===== src/rtl/cnn_window_gen_pkg.sv =====
// Shared kernel/image geometry defaults, FSM encoding and counter-width helper for the window generator.
package cnn_window_gen_pkg;

  localparam int KX_DEF     = 3;
  localparam int KY_DEF     = 3;
  localparam int I_F_BW_DEF = 8;
  localparam int IX_DEF     = 16;
  localparam int IY_DEF     = 16;

  typedef enum logic [1:0] {
    ST_IDLE = 2'd0,
    ST_RUN  = 2'd1,
    ST_DONE = 2'd2
  } state_t;

  // Counter width for values 0..n-1; a 1-entry range still needs one bit.
  function automatic int cnt_bw(input int n);
    return (n > 1) ? $clog2(n) : 1;
  endfunction

endpackage


===== src/rtl/cnn_line_buffer.sv =====
// One image line of pixels addressed by column; combinational read returns the old entry,
// so a write in the same cycle is read-before-write.
module cnn_line_buffer
  import cnn_window_gen_pkg::*;
#(
  parameter int DEPTH = IX_DEF,
  parameter int W     = I_F_BW_DEF,
  parameter int AW    = cnt_bw(DEPTH)
) (
  input  logic          clk,
  input  logic          en,
  input  logic [AW-1:0] addr,
  input  logic [W-1:0]  wr_dat,
  output logic [W-1:0]  rd_dat
);

  logic [W-1:0] mem [DEPTH];

  assign rd_dat = mem[addr];

  always_ff @(posedge clk) begin
    if (en) mem[addr] <= wr_dat;
  end

endmodule


===== src/rtl/cnn_window_gen.sv =====
// Raster pixel stream to KX x KY sliding window (valid convolution, stride 1); window out 1 cycle after
// its completing pixel; no backpressure, every valid pixel in RUN is consumed.
module cnn_window_gen
  import cnn_window_gen_pkg::*;
#(
  parameter int KX     = KX_DEF,
  parameter int KY     = KY_DEF,
  parameter int I_F_BW = I_F_BW_DEF,
  parameter int IX     = IX_DEF,
  parameter int IY     = IY_DEF
) (
  input  logic                     clk,
  input  logic                     reset,
  input  logic                     i_soft_reset,
  input  logic                     i_start,
  input  logic                     i_in_valid,
  input  logic [I_F_BW-1:0]        i_in_pixel,
  output logic                     o_busy,
  output logic                     o_ot_valid,
  output logic [KX*KY*I_F_BW-1:0]  o_ot_fmap,
  output logic                     o_done
);

  localparam int COL_BW  = cnt_bw(IX);
  localparam int ROW_BW  = cnt_bw(IY);
  localparam int FMAP_BW = KX*KY*I_F_BW;

  state_t             state, state_nxt;
  logic [COL_BW-1:0]  col;
  logic [ROW_BW-1:0]  row;
  logic               clr;
  logic               accept;
  logic               col_last;
  logic               row_last;
  logic               win_ok;

  logic [I_F_BW-1:0]  lb_rd   [KY-1];
  logic [I_F_BW-1:0]  col_vec [KY];
  logic [I_F_BW-1:0]  win     [KY][KX];
  logic [I_F_BW-1:0]  win_nxt [KY][KX];
  logic [FMAP_BW-1:0] fmap_nxt;

  assign clr      = reset | i_soft_reset;
  assign accept   = (state == ST_RUN) & i_in_valid;
  assign col_last = (col == COL_BW'(IX-1));
  assign row_last = (row == ROW_BW'(IY-1));
  assign win_ok   = (row >= ROW_BW'(KY-1)) & (col >= COL_BW'(KX-1));
  assign o_busy   = (state != ST_IDLE);

  // Line j holds the image line that is KY-1-j lines older than the incoming one (j=0 oldest).
  for (genvar j = 0; j < KY-1; j++) begin : g_line
    cnn_line_buffer #(
      .DEPTH (IX),
      .W     (I_F_BW),
      .AW    (COL_BW)
    ) u_line (
      .clk    (clk),
      .en     (accept),
      .addr   (col),
      .wr_dat (col_vec[j+1]),
      .rd_dat (lb_rd[j])
    );
  end

  always_comb begin
    for (int k = 0; k < KY-1; k++) col_vec[k] = lb_rd[k];
    col_vec[KY-1] = i_in_pixel;
  end

  always_comb begin
    fmap_nxt = '0;
    for (int ky = 0; ky < KY; ky++) begin
      for (int kx = 0; kx < KX-1; kx++) win_nxt[ky][kx] = win[ky][kx+1];
      win_nxt[ky][KX-1] = col_vec[ky];
      for (int kx = 0; kx < KX; kx++) fmap_nxt[(ky*KX+kx)*I_F_BW +: I_F_BW] = win_nxt[ky][kx];
    end
  end

  always_comb begin
    state_nxt = state;
    case (state)
      ST_IDLE: if (i_start) state_nxt = ST_RUN;
      ST_RUN:  if (accept && col_last && row_last) state_nxt = ST_DONE;
      ST_DONE: state_nxt = ST_IDLE;
      default: state_nxt = ST_IDLE;
    endcase
  end

  always_ff @(posedge clk) begin
    if (clr) state <= ST_IDLE;
    else     state <= state_nxt;
  end

  // The output fmap is loaded only at valid positions so it holds the last window between pulses.
  always_ff @(posedge clk) begin
    if (clr) begin
      col        <= '0;
      row        <= '0;
      win        <= '{default: '0};
      o_ot_valid <= 1'b0;
      o_ot_fmap  <= '0;
      o_done     <= 1'b0;
    end else begin
      o_ot_valid <= accept & win_ok;
      o_done     <= (state == ST_DONE);
      if (accept) begin
        win <= win_nxt;
        if (win_ok) o_ot_fmap <= fmap_nxt;
        if (col_last) begin
          col <= '0;
          row <= row_last ? '0 : row + ROW_BW'(1);
        end else begin
          col <= col + COL_BW'(1);
        end
      end
    end
  end

endmodule


===== config.mk =====
export PLATFORM = sky130hd
export DESIGN_NAME = cnn_window_gen
export DESIGN_NICKNAME = d
export VERILOG_FILES = /design/src/rtl/cnn_window_gen_pkg.sv /design/src/rtl/cnn_line_buffer.sv /design/src/rtl/cnn_window_gen.sv
export SDC_FILE = /design/constraint.sdc
export NUM_CORES = 1
export LEC_CHECK = 0
export ABC_AREA = 1
export CORE_ASPECT_RATIO = 0.9
export CORE_MARGIN = 8
export CORE_UTILIZATION = 45
export DETAILED_ROUTE_END_ITERATION = 10
export PLACE_DENSITY = 0.66
export SLEW_MARGIN = 10
export SYNTH_ARGS = -nofsm -noshare
export SYNTH_HDL_FRONTEND = slang
export SYNTH_HIERARCHICAL = 1
export SYNTH_SLANG_ARGS = --single-unit

===== constraint.sdc =====
create_clock -name clk -period 6 [get_ports clk]
set_input_delay 0.6 -clock clk [delete_from_list [all_inputs] [get_ports clk]]
set_output_delay 0.6 -clock clk [all_outputs]
set_load 0.02 [all_outputs]

==> impl_metrics.yaml, run 1 <==
setup_path:
  cp_slowest_cell: "dfxtp_4"
  worstPathCellList: "buf_4 > nand2_1 > nand2_1 > nand2_1 > nand2_1 > nand2_1 > nand2_1 > inv_1 > nand2_1"
  cp-end-kind: "flop"
  critPathKind: "flop to flop"
  cpMostUsedCell: "nand2_1"
  r2r_end: "g_line[0].u_line/mem[3][4]"
  critPathMaxStageDelay_ps: 790
  crit_arrival_ps: 3310
  r2r_slack_ps: 2900
  r2r_cells: 9
  startpoint_type: "flop"
  cp_max_fo: 75
  cp.required_ps: 6200
  rr_startpoint: "col[0]"
grt:
  grt_usage_pct: 17.4
  grt_pass1_wl_um: 59500
  antenna_found_initial: 1
  grt_max_degree: 82
  grt-ovfl-total: 0
  grt_pass1_vias: 11100
timing:
  fmax_ghz: 0.322
  period_share_pct: 51.7
  finalSetupViolations: 0
  slew-limit-headroom_pct: 27.5
  tns_ps: 0
  rsz0062_at_grt: "false"
  tightest_slew_ps: 1090
  fin_crit_ps: 3100
  fin_skew_ps: 20.3
  maxSlewViolCount: 0
  hold_viol_final: 0
yosys:
  synth.avg_cell_area_um2: 8.76
  syn_nets: 1843
  syn_inst: 1826
  synth-seq-area-share_pct: 64.6
  synth.ff_latch_count: 388
  synth_top_area_share_pct: 48.0
  ys.warnings.count: 6
  syn-cell-area_mm2: 0.0160
  yosys-top-cells-area: "edfxtp_1, nand2_1, dfxtp_1, nor2_1, inv_1"
  synth_top_area_cell: "edfxtp_1"
  synth_cell_types: 20
routing:
  drc: 0
  wl_met1_um: 16800
  routed.top_layer: "met4"
  routed_wire_length_per_instance_um: 15.6
  routed_via_density: 4.81
  ant_nets: 0
  drtPass1Iterations: 7
  dr_wl_met3_um: 1970
  routed_wl_um: 37100
  dr_wl_met2_um: 17400
  num_vias: 11500
  first_iter_violations: 932
run_status:
  outcome: "complete, no violations"
worst_hold_path:
  whs_endpoint: "fmap_nxt[48]"
  hold_class: "flop to flop"
  hold_path.startpoint: "fmap_nxt[48]"
  whs_path_depth: 2
place:
  globalplace.congestion: 0.854
  numPortBuffers: 87
  dpl.hpwl_um: 22800
  place_inst: 2308
die:
  start_util_pct: 45.7
  coreArea_mm2: 0.0351
  dieArea_mm2: 0.0419
  io_pins: 88
  rows: 65
  die_h_um: 195
  die_w_um: 215
layout:
  final_cell_count_no_fill: 2384
  fillers: 3138
  antennaDiodeCount: 0
  syn_to_final_growth_pct: 16.4
  nets: 1899
  seq_area_mm2: 0.0103
  drive_above_1_share_pct: 4.54
  multi_input_area_mm2: 0.00478
clock_tree:
  cts_tree: "done"
  clock_sinks: 388
  cts_resized: 0
  htreeDepth: 2
  cts_setup_buffers: 0
  cts_made_buffers: 41
  cts_buffer_depth: 3
  cts_root_buf: "clkbuf_16"
  clk_latency_ps: 540
  cts.clk_slew.worst_paths_ps: 60
  cts_hold_buf: 0
power_and_ir_drop:
  power_density_mw_per_mm2: 310
  p_leak_nw: 7.93
  ir_drop_mv: 0.204
flow_run:
  drv_cap: 0
## power breakdown
group / internal (mW) / total, mW / switching, mW / leakage [nW]
sequential: 2.85 / 2.85 / 0.00582 / 3.37
clock: 1.73 / 2.78 / 1.04 / 0.735
combinational: 0.0277 / 0.134 / 0.107 / 3.83
## placed cells by master, fill, tap and decap left out, drive strengths merged
| cell type | n |
|---|---|
| bufinv | 9 |
| buf | 7 |
| clkdlybuf4s50 | 87 |
| clkinvlp | 3 |
| nand2 | 951 |
| clkbuf | 51 |
| nor3 | 3 |
| a21oi | 52 |
| o21ai | 2 |
| nand3 | 17 |
| nand3b | 1 |
| nor2 | 199 |
| edfxtp | 256 |
| clkinv | 14 |
| inv | 127 |
| ha | 4 |
| dfxtp | 132 |
## how the worst max path moves through the flow
stage	cells after the start	from	to
5_1_grt	11	col[0]	fmap_nxt[34]
6_report	9	col[0]	g_line[0].u_line/mem[3][4]
3_3_place_gp	6	i_in_valid	g_line[0].u_line/mem[14][3]
4_1_cts	11	col[0]	fmap_nxt[36]
3_5_place_dp	6	i_in_valid	g_line[0].u_line/mem[14][4]
2_1_floorplan	5	i_in_valid	g_line[0].u_line/mem[3][0]
## per-stage QoR
step / hold WS [ps] / util [%] / worst slack (ps) / power, mW / cell area, um2
after floorplan: 440 / - / 3800 / 2.98 / 16000
after global placement: 453 / 48.8 / 2720 / 3.05 / 17100
after detailed placement: 456 / 48.8 / 2690 / 3.05 / 17100
after CTS: 466 / 53.1 / 2830 / 5.81 / 18600
after global routing: 482 / 53.1 / 2510 / 5.93 / 18600
final: 466 / 53.1 / 2900 / 5.76 / 18600
## metal layers
metal  vias up  global-route usage [%]
met1      5375                    23.2
met2       260                    28.8
li1       5778                       -
met4         0                    5.07
met5         -                       0
met3        57                    3.10
## sequential cells by signal, summed over array words and instances, names as in the netlist
name / flops
g_line.u_line/mem: 256
o_done: 1
o_ot_fmap: 72
state: 2
fmap_nxt: 48
col: 4
o_ot_valid: 1
row: 4
## cell families (layout without fill, tap and decap cells)
| family | after synthesis | in the layout | share of synthesized area (%) |
|---|---|---|---|
| adders and majority gates | 4 | 4 | 0.313 |
| buffers and inverters | 209 | 298 | 5.73 |
| DFF | 388 | 388 | 64.6 |
| and+or+nand+nor | 1171 | 1171 | 27.7 |
| AOI/OAI and AO/OA | 54 | 54 | 1.69 |
## cell type report
class                           count  area share [%]
Clock inverter                     25            2.09
Multi-Input combinational cell   1229            25.7
Clock buffer                       51            6.04
Sequential cell                   388            55.5
Inverter                          128            2.58
Tap cell                          469            3.15
Timing Repair Buffer               94            4.96
## cells in the mapped netlist (all sizes together)
cell type and n:
nand2 951, edfxtp 256, nor2 199, dfxtp 132, inv 126, buf 53, a21oi 52, clkbuf 28
nand3 17, ha 4, nor3 3, clkinv 2, o21ai 2, nand3b 1
## critical path, delay by kind of cell (launching register included)
kind / cells / cell delay, ps
simple gates: 7 / 1140
buf+inv: 2 / 820
flops: 1 / 790
Note: power is estimated with default switching activity, not from simulation.
==> run 2, diff against run 1 <==
- clock period: 6 -> 3 ns (I/O delays scaled with it)
==> impl_metrics.yaml, run 2 (same netlist as run 1, synthesis figures left out) <==
run_status:
  outcome: "complete, no violations"
timing:
  finalSetupViolations: 0
  fin_skew_ps: 34.9
  hold_slack_ps: 340
  rsz0062_at_grt: "false"
  hold_viol_final: 0
  tns_ps: 0
  fmax_ghz: 0.427
  slew-limit-headroom_pct: 35.6
  tightest_slew_ps: 963
  fin_crit_ps: 2340
  maxSlewViolCount: 0
  period_share_pct: 78.1
setup_path:
  cp-end-kind: "flop"
  startpoint_type: "flop"
  critPathKind: "flop to flop"
  cp.required_ps: 3280
  r2r_cells: 9
  cp_max_fo: 29
  rr_startpoint: "col[1]"
  r2r_end: "g_line[0].u_line/mem[11][6]"
  crit_arrival_ps: 2620
  r2r_slack_ps: 660
layout:
  final_cell_count_no_fill: 2434
  final_common_cell: "nand2_1"
  multi_input_area_mm2: 0.00478
  final_cell_mix: "nand2_1, edfxtp_1, nor2_1"
  seq_area_mm2: 0.0103
  antennaDiodeCount: 0
  fillers: 3097
  top_register: "g_line.u_line/mem"
  largest_reg_flops: 256
  drive_above_1_share_pct: 6.87
  nets: 1950
  final_area_mm2: 0.0189
  syn_to_final_growth_pct: 18.3
power_and_ir_drop:
  power_density_mw_per_mm2: 588
  ir_drop_mv: 0.366
  p_leak_nw: 8.17
  totalPowerFinal_mw: 11.1
worst_hold_path:
  whs_endpoint: "state[0]"
  hold_path.startpoint: "i_start"
  whs_path_depth: 3
  hold_class: "input port to flop"
clock_tree:
  clk_latency_ps: 530
  cts_tree: "done"
  cts_made_buffers: 41
  htreeDepth: 2
  cts_buffer_depth: 3
  cts.clk_slew.worst_paths_ps: 60
  cts_root_buf: "clkbuf_16"
  clock_sinks: 388
  cts_resized: 0
  cts_hold_buf: 0
  cts_setup_buffers: 0
grt:
  met3_usage_pct: 3.52
  grt_pass1_wl_um: 62200
  antenna_found_initial: 0
  grt_max_degree: 84
  grtUsageMet1_pct: 25.6
  top_usage_layer: "met2"
  grt_usage_pct: 18.2
  use_met2_pct: 28.9
  grt-ovfl-total: 0
  grt_pass1_vias: 11400
die:
  die_h_um: 195
  die_w_um: 215
  rows: 65
  io_pins: 88
  coreArea_mm2: 0.0351
  dieArea_mm2: 0.0419
  start_util_pct: 45.7
routing:
  ant_nets: 0
  num_vias: 11900
  routed_wire_length_per_instance_um: 16.0
  routed_via_density: 4.87
  first_iter_violations: 872
  drtPass1Iterations: 5
  drc: 0
  routed_wl_um: 38900
place:
  globalplace.congestion: 0.807
  place_inst: 2359
  numPortBuffers: 87
  dpl.hpwl_um: 24200
  placedInstanceArea_mm2: 0.0175
flow_run:
  drv_cap: 0
run 2: cell types whose count changed in the layout (fill, tap and decap cells not counted), sizes merged:
cell,change
buf,+51
clkbuf,+12
bufinv,-8
clkinv,-5
clkinvlp,-1
inv,+1
run 2: metal layers:
metal / wire length, um / vias to the layer above
met5: 0 / -
met4: 756 / 0
met3: 2800 / 60
met2: 17600 / 353
met1: 17800 / 5568
li1: - / 5883
run 2: worst max path at each step:
stage	startpoint	end	slack [ps]
global route	col[2]	o_ot_fmap[47]	480
CTS	col[1]	g_line[0].u_line/mem[0][6]	670
floorplan	state[0]	g_line[0].u_line/mem[3][0]	1000
finish	col[1]	g_line[0].u_line/mem[11][6]	660
global placement	i_in_valid	g_line[1].u_line/mem[13][1]	680
detailed placement	i_in_valid	g_line[1].u_line/mem[13][1]	630
run 2: worst max-delay path: stages, from the launching register on:
cell	delay (ps)
dfxtp_2	470
clkinv_1	260
buf_4	320
nand2_1	120
nand2_1	50
nand2_1	60
nand2_1	60
inv_1	70
nand2_1	350
buf_4	310
run 2: metrics by stage:
step / utilization, % / worst slack (ps)
floorplan: - / 1000
global placement: 50.0 / 676
detailed placement: 50.0 / 631
CTS: 54.0 / 673
global route: 54.0 / 479
finish: 54.0 / 657
run 2: report_power, final:
part | total (mW) | internal [mW] | switching, mW
registers | 5.70 | 5.70 | 0.00725
clock network | 5.14 | 3.08 | 2.06
logic | 0.294 | 0.0712 | 0.223
total | 11.1 | 8.84 | 2.29
run 2: cell type report:
cell class              count  share of cell area, %
well taps                 469                   3.10
multi-input cells        1229                   25.3
inverters                 128                   2.54
clock buffers              63                   6.84
clock inverters            12                  0.569
flip-flops and latches    388                   54.6
repair buffers            145                   7.10
